**config.mk**
```make
export PLATFORM = sky130hd
export DESIGN_NAME = colour_fader
export DESIGN_NICKNAME = d
export VERILOG_FILES = /design/src/rtl/colour_fader.sv
export SDC_FILE = /design/constraint.sdc
export NUM_CORES = 1
export LEC_CHECK = 0
export ABC_AREA = 0
export CAP_MARGIN = 10
export CELL_PAD_IN_SITES_DETAIL_PLACEMENT = 0
export CELL_PAD_IN_SITES_GLOBAL_PLACEMENT = 1
export CORE_MARGIN = 2
export CORE_UTILIZATION = 40
export DETAILED_ROUTE_END_ITERATION = 6
export PLACE_DENSITY_LB_ADDON = 0.12
export SLEW_MARGIN = 15
export SYNTH_ARGS = -nofsm -noshare
export SYNTH_HDL_FRONTEND = slang
export SYNTH_SLANG_ARGS = --single-unit
```
**constraint.sdc**
```tcl
create_clock -name clock_100mhz -period 7.36 [get_ports clock_100mhz]
set_clock_uncertainty 0.05 [all_clocks]
set_input_delay 1.472 -clock clock_100mhz [delete_from_list [all_inputs] [get_ports clock_100mhz]]
set_output_delay 1.472 -clock clock_100mhz [all_outputs]
set_load 0.05 [all_outputs]
```
**src/rtl/colour_fader.sv**
```systemverilog
// colour_fader: fades a registered RGB colour one step per prescaler tick toward a
// requested target, dwells on the target for a number of ticks, then pulses done.
//
// Ports:
//   clock_100mhz  in   single clock, rising edge
//   reset         in   synchronous, active-high
//   target_valid  in   requester presents a new target colour
//   target_ready  out  block can accept a target this cycle (IDLE and not in reset)
//   target_red/green/blue  in  8-bit target colour, sampled on handshake only
//   red/green/blue         out 8-bit current colour, registered
//   busy          out  high whenever not IDLE
//   done          out  one-cycle pulse in the first IDLE cycle after HOLD
module colour_fader #(
    parameter int unsigned TICK_CYCLES = 1000,
    parameter int unsigned HOLD_TICKS  = 256
) (
    input  logic       clock_100mhz,
    input  logic       reset,
    input  logic       target_valid,
    output logic       target_ready,
    input  logic [7:0] target_red,
    input  logic [7:0] target_green,
    input  logic [7:0] target_blue,
    output logic [7:0] red,
    output logic [7:0] green,
    output logic [7:0] blue,
    output logic       busy,
    output logic       done
);

    localparam int unsigned TICK_W = (TICK_CYCLES > 1) ? $clog2(TICK_CYCLES) : 1;
    localparam int unsigned HOLD_W = (HOLD_TICKS > 1) ? $clog2(HOLD_TICKS) : 1;
    localparam logic [TICK_W-1:0] TICK_LAST = TICK_W'(TICK_CYCLES - 1);
    // Unused when HOLD_TICKS is 0; kept in range so the comparison stays well-formed.
    localparam logic [HOLD_W-1:0] HOLD_LAST = HOLD_W'((HOLD_TICKS > 0) ? HOLD_TICKS - 1 : 0);

    typedef enum logic [1:0] {StIdle, StFade, StHold} state_t;

    state_t            state;
    logic [TICK_W-1:0] tick_count;
    logic [HOLD_W-1:0] hold_count;
    logic [7:0]        tgt_red;
    logic [7:0]        tgt_green;
    logic [7:0]        tgt_blue;
    logic              tick;
    logic              at_target;

    // One unit toward the target; equal channels stay put, so no wrap is possible.
    function automatic logic [7:0] step_toward(input logic [7:0] cur, input logic [7:0] tgt);
        if (cur < tgt) begin
            return cur + 8'd1;
        end else if (cur > tgt) begin
            return cur - 8'd1;
        end
        return cur;
    endfunction

    assign tick         = (tick_count == TICK_LAST);
    assign at_target    = (red == tgt_red) && (green == tgt_green) && (blue == tgt_blue);
    assign busy         = (state != StIdle);
    assign target_ready = (state == StIdle) && !reset;

    always_ff @(posedge clock_100mhz) begin
        if (reset) begin
            state      <= StIdle;
            tick_count <= '0;
            hold_count <= '0;
            tgt_red    <= 8'd0;
            tgt_green  <= 8'd0;
            tgt_blue   <= 8'd0;
            red        <= 8'd0;
            green      <= 8'd0;
            blue       <= 8'd0;
            done       <= 1'b0;
        end else begin
            done <= 1'b0;
            unique case (state)
                StIdle: begin
                    if (target_valid) begin
                        tgt_red    <= target_red;
                        tgt_green  <= target_green;
                        tgt_blue   <= target_blue;
                        tick_count <= '0;
                        state      <= StFade;
                    end
                end
                StFade: begin
                    // Arrival is checked every cycle, not only on ticks.
                    if (at_target) begin
                        tick_count <= '0;
                        hold_count <= '0;
                        state      <= StHold;
                    end else begin
                        tick_count <= tick ? '0 : tick_count + 1'b1;
                        if (tick) begin
                            red   <= step_toward(red, tgt_red);
                            green <= step_toward(green, tgt_green);
                            blue  <= step_toward(blue, tgt_blue);
                        end
                    end
                end
                StHold: begin
                    tick_count <= tick ? '0 : tick_count + 1'b1;
                    if (HOLD_TICKS == 0) begin
                        state <= StIdle;
                        done  <= 1'b1;
                    end else if (tick) begin
                        if (hold_count == HOLD_LAST) begin
                            state <= StIdle;
                            done  <= 1'b1;
                        end else begin
                            hold_count <= hold_count + 1'b1;
                        end
                    end
                end
                default: state <= StIdle;
            endcase
        end
    end

endmodule

```
==> results of run 1 <==
[synthesized netlist by cell type (all sizes together), types with 2 or more instances]
master / n / area, µm²
a21o: 9 / 75.1
a21oi: 62 / 310
a31o: 2 / 17.5
and3: 5 / 31.3
and4: 3 / 26.3
buf: 3 / 12.5
clkbuf: 10 / 37.5
dfxtp: 69 / 1380
fa: 3 / 60.1
ha: 49 / 613
inv: 39 / 146
mux2: 3 / 33.8
mux2i: 8 / 80.1
nand2: 72 / 285
nand2b: 3 / 18.8
nand3: 29 / 150
nand4: 12 / 87.6
nand4b: 3 / 26.3
nor2: 38 / 143
nor2b: 6 / 37.5
nor3: 8 / 45.0
o211ai: 10 / 75.1
o21a: 4 / 30.0
o21ai: 22 / 110
o21bai: 5 / 37.5
o31ai: 2 / 15.0
o41ai: 3 / 26.3
or2: 4 / 25.0
or3: 3 / 18.8
xnor2: 11 / 96.3
xor2: 14 / 123
[routing by layer]
metal	GRT usage	vias up
li1	-	1947
met1	0.225	1734
met2	0.292	62
met3	0.0242	16
met4	0.0696	0
met5	0	-
[metrics by stage]
| step | worst slack, ns | area [µm²] | power [mW] | hold WS, ns |
|---|---|---|---|---|
| global route | 2.88 | 5210 | 1.46 | 0.428 |
| finish | 2.96 | 5210 | 1.36 | 0.409 |
| CTS | 2.95 | 5210 | 1.37 | 0.411 |
| floorplan | 3.32 | 4300 | 0.851 | 0.386 |
| global placement | 2.96 | 4960 | 0.960 | 0.394 |
| detailed placement | 2.96 | 4960 | 0.971 | 0.400 |
[power groups by stage]
stage	sequential, mW	combinational (mW)	clock [mW]
floorplan	0.423	0.428	0
global placement	0.426	0.534	0
detailed placement	0.428	0.543	0
CTS	0.419	0.549	0.400
global route	0.423	0.616	0.419
finish	0.419	0.547	0.393
[registers in the layout, indices dropped and copies added (netlist names)]
name        count
hold_count      8
blue            8
red             8
tick_count     10
tgt_green       8
green           8
tgt_blue        8
done            1
state           2
tgt_red         8
[kinds of logic after synthesis]
logic type	after synthesis	synth area share
AO/OA/AOI/OAI	124	0.174
XOR/XNOR	25	0.0509
adder cells (fa/ha/maj)	52	0.156
buffers and inverters	52	0.0457
flip-flops	69	0.321
multiplexers	11	0.0265
AND/OR/NAND/NOR	193	0.225
[worst register-to-register path: cells and delay by family (launching register included)]
family                     cells  cell delay (ns)
AOI/OAI and AO/OA              6             1.30
adders and majority gates      2             0.60
DFF                            1             0.45
muxes                          1             0.36
and+or+nand+nor                3             0.64
[final cells by class]
type                       instances  area [µm²]  area share
clock inverter                     5         106      0.0204
inverter                          39         146      0.0281
tap                              136         170      0.0326
timing repair buffer              54         533       0.102
multi-input combinational        405        2730       0.523
sequential                        69        1380       0.265
clock buffer                      11         151      0.0290
[final timing paths]
kind	slack [ns]	startpoint	endpoint	depth (start not counted)
worst max-delay path	2.96	reset	target_ready	4
worst min-delay path	0.41	tgt_green[3]$_SDFFE_PP0P_	tgt_green[3]$_SDFFE_PP0P_	2
worst max register to register	3.88	red[1]$_SDFFE_PP0P_	red[7]$_SDFFE_PP0P_	12
worst min register to register	0.41	tgt_green[3]$_SDFFE_PP0P_	tgt_green[3]$_SDFFE_PP0P_	2
==> impl_metrics.toml, run 1 <==
[worst_setup_path]
crit_start_category = "input port"
critical_path.n_buffers_inverters = 3
critPathCaptureType = "primary output"
cp_slowest_cell = "clkdlybuf4s50_1"
critPathKind = "in2out"
timing.critical_path.max_delay_family = "buffers and inverters"
worst-endpoint-required_ns = 5.84
crit_path_max_incr_delay_ns = 0.72
worstPathCellList = "buf_2 -> buf_4 -> nor2_1 -> clkdlybuf4s50_1"
arrival_ns = 2.87
worst-path-max-fanout = 61

[floorplan]
die-width_um = 108
initial_utilization = 0.415
row_count = 37
design.portCount = 54
die_height_um = 108
die_area_um2 = 11600
core_ar_um2 = 10400

[clocking]
max-clock-path-buffers = 2
cts-htree-levels = 3
cts-hold-fix-buffers = 0
cts.root.buffer_cell = "clkbuf_8"
post_cts_setup_buffer_count = 0
clk_pin_slew_worst_paths_ns = 0.08
postCtsResizedCells = 0
tritoncts_clock_tree = "yes"
cts.sink_count = 69
tritoncts.num_buffers = 9
insertion_delay_ns = 0.34

[place]
dpl.hpwl_um = 7170
gpl.final_weighted_congestion = 0.783
io_buffers = 53
post-place-cells = 703

[synthesis]
seq_area_frac_synth = 0.321
synth_edf_count = 0
synth.yosys.warnings = 0
yosys_register_bits = 69
post_synth_instance_area_um2 = 4300
netlist-cell-type-count = 50
synth_async_sr_flop_share = 0
synthesis.area_per_instance_um2 = 8.18
dominantRegCellSynth = "dfxtp_1"
syn_nets = 605
postSynthCellCount = 526

[sta]
layout_min_cycle_time_ns = 4.40
worst_slew_margin_rel = 0.419
final_hold_viol_count = 0
period_share = 0.597
rsz0062_at_grt = "no"
finalMaxSlewViolations = 0
setup_total_negative_slack_ns = 0
fmax_ghz = 0.228
max_slew.worst_pin.slew_ns = 0.872
setup_viol = 0

[global_route]
grt_max_degree = 62
grt_usage = 0.175
number_of_antenna_violations_at_the_first_check_in_global_routing = 0
first_global_vias = 3692
global_route.overflow_total = 0
grt_pass1_wl_um = 16500

[route]
met1Wirelength_um = 4740
met2_wirelength_um = 4470
drt.antenna.violating_nets = 0
dr_total_vias = 3759
routed.top_layer = "met4"
routed_wire_length_per_instance_um = 13.4
detailroute.wirelength.met3_um = 262
firstDrtPassIters = 5
via_to_cell_ratio = 5.23
drt-initial-drc-count = 156
route.detailed.drc = 0
wirelength_um = 9650

[pwr]
sequentialPowerShare = 0.308
power.density_cell_area_nw_per_um2 = 261
static_leakage_nw = 2.13
clock_power_share = 0.289
p_comb_frac = 0.402
power_report.internal_total_uw = 850
netSwitchingFraction = 0.375
vdd_ir_drop_max_mv = 0.202
p_switching_uw = 509

[flow_run]
max_cap_viol_count = 0

[cells_and_area]
filler_cell_count = 1018
area_growth_pct = 21.2
most-common-layout-cells = "nand2_1 (70), dfxtp_1 (69), a21oi_1 (62)"
share_of_layout_cells_above_drive_strength_1 = 0.0669
mostFrequentLayoutCell = "nand2_1"
layout.core_utilization = 0.503
count_of_antenna_diodes_in_the_layout = 0
finalNonFillerCells = 719
nNetsFinal = 657

[status]
run_status = "completed"

[min_path]
timing.hold.worst.class = "reg2reg"
Power figures use the tool's default switching activity.
==> inputs of run 2 (changes only) <==
Settings changed: CORE_UTILIZATION 40 to 38.
Clock period 7.36 ns to 3.8 ns, I/O delays scaled along.
==> run 2 against run 1 <==
  * Non-clock buffer count up 2
  * Critical path type is now reg2reg
  * Cell area up 1.7%
  * Largest cell class unchanged
  * Global-route usage up 0.28 points
  * Largest power group unchanged
  * Clock-buffer cell count down 1
  * Core utilization down 1.8 points
  * Highest routed layer unchanged
  * Critical endpoint is now red[7]$_SDFFE_PP0P_
==> impl_metrics.toml, run 2 (synthesis results as in run 1) <==
[cells_and_area]
count_of_antenna_diodes_in_the_layout = 0
most-common-layout-cells = "nand2_1 (70), dfxtp_1 (69), a21oi_1 (62)"
mostFrequentLayoutCell = "nand2_1"
largest_register_by_flop_count = "tick_count"
area_growth_pct = 23.2
max_reg_flops = 10
nNetsFinal = 659
finalNonFillerCells = 725
filler_cell_count = 1102
share_of_layout_cells_above_drive_strength_1 = 0.0701

[global_route]
number_of_antenna_violations_at_the_first_check_in_global_routing = 0
first_global_vias = 3724
grt_max_degree = 61
grt_usage = 0.177
global_route.overflow_total = 0
grt_pass1_wl_um = 17800

[worst_setup_path]
critPathKind = "reg2reg"
critPathCaptureType = "flip-flop"
cp_slowest_cell = "dfxtp_1"
worst-endpoint-required_ns = 3.99
worst-path-max-fanout = 7
crit_start_category = "flip-flop"
cp_common_cell = "o211ai_1"
rrSetupSlack_ns = 0.42
timing.critical_path.max_delay_family = "compound AO/OA/AOI/OAI gates"
arrival_ns = 3.56
worstPathCellList = "ha_1 -> nor2b_1 -> o211ai_1 -> a21oi_1 -> or2_2 -> ha_1 -> a21oi_1 -> o211ai_1 -> o41ai_1 -> nor3_1 -> o211ai_1 -> mux2_2"
critical_path.n_buffers_inverters = 0
crit_path_max_incr_delay_ns = 0.42

[floorplan]
die_area_um2 = 12200
design.portCount = 54
row_count = 38
core_ar_um2 = 10900
die_height_um = 110
die-width_um = 110
initial_utilization = 0.393

[route]
route.detailed.drc = 0
drt.antenna.violating_nets = 0
drt-initial-drc-count = 170
firstDrtPassIters = 4
dr_total_vias = 3815
routed_wire_length_per_instance_um = 14.3
via_to_cell_ratio = 5.26
wirelength_um = 10400

[place]
gpl.final_weighted_congestion = 0.863
io_buffers = 53
dpl.hpwl_um = 7450
post-place-cells = 709

[pwr]
sequentialPowerShare = 0.288
power_report.internal_total_mw = 1.77
power.density_cell_area_nw_per_um2 = 532
static_leakage_nw = 2.18
p_switching_mw = 1.05
p_comb_frac = 0.385
netSwitchingFraction = 0.373
vdd_ir_drop_max_mv = 0.379
clock_power_share = 0.327

[sta]
layout_min_cycle_time_ns = 3.38
worst_slew_margin_rel = 0.361
setup_total_negative_slack_ns = 0
setup_viol = 0
rsz0062_at_grt = "no"
max_slew.worst_pin.slew_ns = 0.957
finalMaxSlewViolations = 0
period_share = 0.889
fmax_ghz = 0.296
final_hold_viol_count = 0

[clocking]
clk_pin_slew_worst_paths_ns = 0.06
tritoncts_clock_tree = "yes"
cts.root.buffer_cell = "clkbuf_16"
cts-htree-levels = 3
tritoncts.num_buffers = 9
cts.sink_count = 69
postCtsResizedCells = 0
max-clock-path-buffers = 2
cts-hold-fix-buffers = 0
insertion_delay_ns = 0.34
post_cts_setup_buffer_count = 0

[flow_run]
max_cap_viol_count = 0

[status]
run_status = "completed"

[min_path]
timing.hold.worst.class = "reg2reg"
[run 2: changes by cell type in the layout (fill, tap and decap cells not counted), sizes merged]
cell and delta:
buf +2, bufinv -1, clkbuf -1, clkinv +2
[run 2: final timing paths]
kind,from,cells after the start,to
setup / recovery,red[1]$_SDFFE_PP0P_,12,red[7]$_SDFFE_PP0P_
hold / removal,tgt_red[5]$_SDFFE_PP0P_,2,tgt_red[5]$_SDFFE_PP0P_
setup reg to reg,red[1]$_SDFFE_PP0P_,12,red[7]$_SDFFE_PP0P_
hold reg to reg,tgt_red[5]$_SDFFE_PP0P_,2,tgt_red[5]$_SDFFE_PP0P_
[run 2: worst min-delay path, stage by stage, from the launching register on]
cell,delay [ns]
dfxtp_1,0.31
nand2_1,0.05
a21oi_1,0.05
[run 2: metrics by stage]
stage	setup WS [ns]	instance area, µm²	power (mW)	utilization	hold slack, ns
detailed placement	0.467	4980	1.91	0.455	0.397
CTS	0.451	5300	2.86	0.485	0.406
global placement	0.530	4980	1.89	0.455	0.395
floorplan	0.358	4300	1.65	-	0.386
global route	0.0915	5300	3.02	0.485	0.417
finish	0.422	5300	2.82	0.485	0.406
[run 2: power by group through the flow]
stage	clock network [mW]	registers (mW)	logic [mW]
after floorplan	0	0.819	0.829
after global placement	0	0.825	1.06
after detailed placement	0	0.827	1.08
after CTS	0.951	0.812	1.09
after global routing	0.982	0.819	1.22
final	0.921	0.813	1.09
[run 2: metal layers]
metal	vias to the layer above	track usage	part of all wire
met4	0	0.0550	0.014
met2	56	0.293	0.47
met1	1789	0.224	0.48
met5	-	0	0
li1	1957	-	-
met3	13	0.0494	0.037
[run 2: layout make-up]
type / instances / area, µm² / area share
multi-input combinational: 405 / 2730 / 0.514
clock buffer: 10 / 239 / 0.0451
clock inverter: 6 / 86.3 / 0.0163
inverter: 39 / 146 / 0.0276
tap: 140 / 175 / 0.0330
timing repair buffer: 56 / 548 / 0.103
sequential: 69 / 1380 / 0.261
==> inputs of run 3 (changes only) <==
Settings changed: CORE_UTILIZATION 38 to 39, CTS_BUF_LIST from default to sky130_fd_sc_hd__clkbuf_8.
==> run 3 against run 2 <==
  * Cell count fell by 0.41%
  * Clock-buffer cell count grew 2
  * Critical endpoint is now green[7]$_SDFFE_PP0P_
  * Setup slack worse by 0.076 ns
  * Die area shrank 2.5%
  * Core utilization decreased by 0.60 points
==> impl_metrics.toml, run 3 (synthesis results as in run 1) <==
[place]
io_buffers = 53
gpl.final_weighted_congestion = 0.823
post-place-cells = 708
dpl.hpwl_um = 7090

[min_path]
timing.hold.worst.class = "reg2reg"

[pwr]
sequentialPowerShare = 0.325
power_report.internal_total_mw = 1.52
clock_power_share = 0.252
static_leakage_nw = 2.12
netSwitchingFraction = 0.391
vdd_ir_drop_max_mv = 0.255
p_comb_frac = 0.423
post-layout-total-power_mw = 2.50
p_switching_uw = 976
power.density_cell_area_nw_per_um2 = 483

[route]
drt-initial-drc-count = 130
wirelength_um = 9800
firstDrtPassIters = 4
route.detailed.drc = 0
via_to_cell_ratio = 5.21
drt.antenna.violating_nets = 0
dr_total_vias = 3762
routed_wire_length_per_instance_um = 13.6

[floorplan]
die_height_um = 109
row_count = 38
initial_utilization = 0.399
die-width_um = 109
core_ar_um2 = 10800
die_area_um2 = 11900
design.portCount = 54

[worst_setup_path]
crit_start_category = "flip-flop"
critical_path.n_buffers_inverters = 0
timing.critical_path.max_delay_family = "compound AO/OA/AOI/OAI gates"
critPathKind = "reg2reg"
critPathCaptureType = "flip-flop"
worst-endpoint-required_ns = 4.01
worst-path-max-fanout = 7
cp_slowest_cell = "o41ai_1"
arrival_ns = 3.66
crit_path_max_incr_delay_ns = 0.45
worstPathCellList = "ha_1 -> nor2b_1 -> o211ai_1 -> a21oi_1 -> or2_2 -> ha_1 -> a21oi_1 -> o211ai_1 -> o41ai_1 -> nor3_1 -> o211ai_1 -> mux2_2"
cp_common_cell = "o211ai_1"

[clocking]
cts.sink_count = 69
clk_pin_slew_worst_paths_ns = 0.08
postCtsResizedCells = 0
cts-hold-fix-buffers = 0
tritoncts_clock_tree = "yes"
cts-htree-levels = 3
tritoncts.num_buffers = 9
max-clock-path-buffers = 2
cts.root.buffer_cell = "clkbuf_8"
insertion_delay_ns = 0.36
post_cts_setup_buffer_count = 0

[global_route]
number_of_antenna_violations_at_the_first_check_in_global_routing = 0
grt_pass1_wl_um = 16300
grt_max_degree = 61
grt_usage = 0.177
first_global_vias = 3420
global_route.overflow_total = 0

[flow_run]
max_cap_viol_count = 0

[cells_and_area]
share_of_layout_cells_above_drive_strength_1 = 0.0636
area_growth_pct = 20.1
max_reg_flops = 10
multi_input_comb_area_um2 = 2730
largest_register_by_flop_count = "tick_count"
sequential_cell_area_um2 = 1380
most-common-layout-cells = "nand2_1 (70), dfxtp_1 (69), a21oi_1 (62)"
filler_cell_count = 1043
count_of_antenna_diodes_in_the_layout = 0
mostFrequentLayoutCell = "nand2_1"
nNetsFinal = 658
layout.core_utilization = 0.479
finalNonFillerCells = 722

[sta]
setup_viol = 0
finalMaxSlewViolations = 0
hold_slack_ns = 0.406
worst_slew_margin_rel = 0.437
rsz0062_at_grt = "no"
final_hold_viol_count = 0
layout_min_cycle_time_ns = 3.45
setup_total_negative_slack_ns = 0
period_share = 0.909
fmax_ghz = 0.290
max_slew.worst_pin.slew_ns = 0.844

[status]
run_status = "completed"
[run 3: worst register-to-register path: stages (launching register included)]
cell,delay (ns)
dfxtp_1,0.43
ha_1,0.28
nor2b_1,0.13
o211ai_1,0.16
a21oi_1,0.15
or2_2,0.41
ha_1,0.31
a21oi_1,0.20
o211ai_1,0.14
o41ai_1,0.45
nor3_1,0.10
o211ai_1,0.21
mux2_2,0.35
[run 3: cell type report]
type / count / area share
multi-input combinational: 405 / 0.527
clock buffer: 12 / 0.0320
inverter: 39 / 0.0283
timing repair buffer: 55 / 0.105
sequential: 69 / 0.267
tap: 140 / 0.0339
clock inverter: 2 / 0.00654
[run 3: per-layer routing]
| metal | track usage | part of all wire | wire length, µm | up-vias |
|---|---|---|---|---|
| met1 | 0.234 | 0.49 | 4800 | 1742 |
| met3 | 0.0323 | 0.030 | 298 | 13 |
| met5 | 0 | 0 | 0 | - |
| met4 | 0.0824 | 0.018 | 175 | 0 |
| met2 | 0.277 | 0.46 | 4520 | 56 |
| li1 | - | - | - | 1951 |
[run 3: power by group through the flow]
stage                     sequential, mW  clock [mW]  combinational (mW)
after floorplan                    0.819           0               0.829
after global placement             0.825           0                1.04
after detailed placement           0.827           0                1.06
after CTS                          0.811       0.656                1.06
after global routing               0.819       0.682                1.19
final                              0.811       0.629                1.06
[run 3: path summary, 6_finish.rpt]
| check | depth (start not counted) | slack, ns | start | endpoint |
|---|---|---|---|---|
| setup / recovery | 12 | 0.35 | green[1]$_SDFFE_PP0P_ | green[7]$_SDFFE_PP0P_ |
| hold reg to reg | 2 | 0.41 | tgt_green[5]$_SDFFE_PP0P_ | tgt_green[5]$_SDFFE_PP0P_ |
| setup reg to reg | 12 | 0.35 | green[1]$_SDFFE_PP0P_ | green[7]$_SDFFE_PP0P_ |
| hold / removal | 2 | 0.41 | tgt_green[5]$_SDFFE_PP0P_ | tgt_green[5]$_SDFFE_PP0P_ |
[run 3: metrics by stage]
step	instance area [µm²]	worst slack, ns
floorplan	4300	0.358
global placement	4970	0.540
detailed placement	4970	0.417
CTS	5170	0.393
global route	5170	0.114
finish	5170	0.347
